**config.mk**
```make
export PLATFORM = sky130hd
export DESIGN_NAME = decoder_3to8
export DESIGN_NICKNAME = d
export VERILOG_FILES = /design/src/rtl/decoder_3to8.sv
export SDC_FILE = /design/constraint.sdc
export NUM_CORES = 1
export LEC_CHECK = 0
export ABC_AREA = 1
export BUFFER_PORTS_ARGS = -buffer_cell sky130_fd_sc_hd__buf_2
export CAP_MARGIN = 30
export CORE_AREA = 3 3 40 42
export DETAILED_ROUTE_END_ITERATION = 10
export DIE_AREA = 0 0 43 45
export PLACE_DENSITY_LB_ADDON = 0.2
export SLEW_MARGIN = 0
export SYNTH_ARGS = -nofsm -noshare
export SYNTH_HDL_FRONTEND = slang
export SYNTH_SLANG_ARGS = --single-unit
export TNS_END_PERCENT = 30
```
**constraint.sdc**
```tcl
create_clock -name clk -period 0.8 [get_ports clk]
set_input_delay 0 -clock clk [delete_from_list [all_inputs] [get_ports clk]]
set_output_delay 0 -clock clk [all_outputs]
set_load 0.01 [all_outputs]
```
**src/rtl/decoder_3to8.sv**
```systemverilog
// decoder_3to8: registered 3-to-8 line decoder with active-high enable.
// The select {A,B,C} (A is the MSB) picks one of eight enable lines Y7..Y0.
// The decode is captured on the rising clock edge, so downstream logic only
// ever sees clean one-hot or all-zero patterns, never an intermediate mix.
module decoder_3to8 (
    input  logic clk,
    input  logic rst,
    input  logic A,
    input  logic B,
    input  logic C,
    input  logic en,
    output logic Y0,
    output logic Y1,
    output logic Y2,
    output logic Y3,
    output logic Y4,
    output logic Y5,
    output logic Y6,
    output logic Y7
);

    logic [2:0] sel;
    logic [7:0] oneHot_d;
    logic [7:0] oneHot_q;

    assign sel = {A, B, C};

    // Next-state decode; the select is only examined when enabled so an unknown select cannot leak out while disabled
    always_comb begin
        oneHot_d = 8'h00;
        if (en) begin
            oneHot_d = 8'h01 << sel;
        end
    end

    // Capture the decode each edge; reset wins over everything and clears all lines
    always_ff @(posedge clk) begin
        if (rst) begin
            oneHot_q <= 8'h00;
        end else begin
            oneHot_q <= oneHot_d;
        end
    end

    assign Y0 = oneHot_q[0];
    assign Y1 = oneHot_q[1];
    assign Y2 = oneHot_q[2];
    assign Y3 = oneHot_q[3];
    assign Y4 = oneHot_q[4];
    assign Y5 = oneHot_q[5];
    assign Y6 = oneHot_q[6];
    assign Y7 = oneHot_q[7];

endmodule

```
==> impl_metrics.py <==
metrics = {
    "run_status": {
        "status": "complete, no violations",
    },
    "critical_path": {
        "cp_cell_sequence": "buf_2",
        "cpPeakStageDelay_ns": 0.30,
        "cp_top_family": "flip-flops",
        "cp_max_fo": 1,
        "crit_buf_inv": 1,
        "critical_path_class": "reg2out",
        "required_ns": 0.80,
        "worst_setup_path_start_kind": "flop",
        "crit_arrival_ns": 0.67,
        "cp.depth": 1,
        "cp_slowest_cell": "dfxtp_1",
        "endpoint_kind": "output pin",
    },
    "clock_tree": {
        "holdBufCountCts": 0,
        "clock_sinks": 8,
        "cts_resized": 0,
        "cts_made_buffers": 3,
        "clock_path_buffers": 2,
        "cts_tree": "done",
        "postCtsSetupBuffers": 0,
        "cts_htree_levels": 1,
        "cts-root-buf": "clkbuf_4",
        "clk_pin_slew_ns": 0.05,
    },
    "min_path": {
        "min_path_type": "in2reg",
        "min_path_cells": 3,
    },
    "layout": {
        "syn_to_final_growth_pct": 44.3,
        "regMostFlops": "oneHot_q",
        "final_cells": 57,
        "drive_above_1_share_pct": 42.9,
        "largest_register_ffs": 8,
        "diodes": 0,
        "final_area_um2": 347,
        "final_nets": 50,
        "reg_top3": "oneHot_q (8)",
    },
    "detailed_routing": {
        "route.final.wire_length_um": 437,
        "num_vias": 209,
        "ant_nets": 0,
        "drc": 0,
        "drtIter0Drc": 0,
        "dr.pass1.iters": 1,
        "vias_per_cell": 3.67,
        "avgRoutedWirePerCell_um": 7.67,
    },
    "global_routing": {
        "grt_usage_pct": 5.93,
        "first_global_vias": 183,
        "antenna_found_initial": 0,
        "grt_overflow": 0,
        "grt_first_pass_wirelength_um": 696,
        "grt_max_degree": 5,
    },
    "die": {
        "die_h_um": 45,
        "fp.coreArea_mm2": 0.00128,
        "die_area_mm2": 0.00194,
        "die_w_um": 43,
        "row_count": 13,
        "initial_utilization_pct": 18.7,
        "io-pin-count": 14,
    },
    "sta": {
        "tightestPinTransition_ns": 0.0955,
        "setup_tns_ns": 0,
        "setup_viol": 0,
        "layout_min_cycle_time_ns": 0.666,
        "rsz0062_at_grt": "false",
        "slew_viol_final": 0,
        "clock.fmax_mhz": 1500,
        "relSlewSlack_pct": 93.6,
        "finalHoldViolCount": 0,
        "min_period_over_period_pct": 83.2,
    },
    "power_and_ir_drop": {
        "fin_total_pwr_uw": 745,
        "ir_drop_uv": 492,
        "p_per_area_mw_per_mm2": 2150,
        "leakagePower_nw": 0.187,
    },
    "yosys": {
        "synth_nets": 32,
        "async_reset_ff_share_pct": 0,
        "synth_seq_cells": 8,
        "yosysTopAreaCell": "dfxtp_1",
        "ys_seq_area_share_pct": 66.7,
        "synth_flop_cell": "dfxtp_1",
        "synth_area_um2": 240,
        "synth.top_cell.area_share_pct": 66.7,
        "synth_commonest_cells": "dfxtp_1 (8), nor2_1 (8), inv_1 (4), nand2_1 (4), nand3_2 (2)",
        "synthTopCellsByArea": "dfxtp_1 (67%), nor2_1 (13%), nand3_2 (8.3%), inv_1 (6.3%), nand2_1 (6.3%)",
        "synth_edf_count": 0,
        "netlist_instances": 26,
        "postSynthAreaPerCell_um2": 9.24,
        "ys_warn_count": 0,
        "synthDistinctLibCells": 5,
    },
    "run": {
        "cap_violations": 0,
    },
    "placed_design": {
        "gp_congestion": 0.725,
        "dpl.cell_count": 54,
        "place_hpwl_um": 367,
        "port_buffers": 13,
        "placed_area_um2": 324,
    },
}
-- layer usage --
metal	track usage (%)	wire (µm)	vias to the layer above
met4	9.04	16	0
li1	-	-	109
met3	5.98	61	2
met5	0	0	-
met1	4.87	160	88
met2	6.29	199	10
-- cell usage in the layout (no fill, tap or decap) --
cell / Yosys / final
buf_2: 0 / 13
nor2_1: 8 / 8
dfxtp_1: 8 / 8
nand2_1: 4 / 4
inv_1: 4 / 4
clkbuf_4: 0 / 3
nand3_2: 2 / 2
-- cells by family (layout without fill, tap and decap cells) --
family | Yosys count | count (layout) | share of synthesized area (%)
flip-flops | 8 | 8 | 66.7
AND/OR/NAND/NOR | 14 | 14 | 27.1
buffers and inverters | 4 | 20 | 6.25
-- per-stage QoR --
step	utilization (%)	hold WS (ns)	setup slack [ns]
after floorplan	-	0.143	0.469
after global placement	25.2	0.292	0.347
after detailed placement	25.2	0.284	0.343
after CTS	27.0	0.0213	0.115
after global routing	27.0	0.0464	0.0843
final	27.0	0.0329	0.134
-- power by group --
group          internal, mW  total, mW  switching (mW)
Combinational        0.0205     0.0501          0.0296
Sequential            0.406      0.407         0.00116
Clock                 0.170      0.288           0.118
-- worst paths after layout --
check / startpoint / end
max: oneHot_q[2] / Y2
min: B / oneHot_q[3]
-- cell type report --
cell class | count | area (µm²)
fillers | 149 | 938
flip-flops and latches | 8 | 160
multi-input cells | 14 | 65.1
repair buffers | 13 | 65.1
clock buffers | 3 | 22.5
well taps | 15 | 18.8
inverters | 4 | 15.0
No activity file was read; power rests on OpenSTA's default activity.
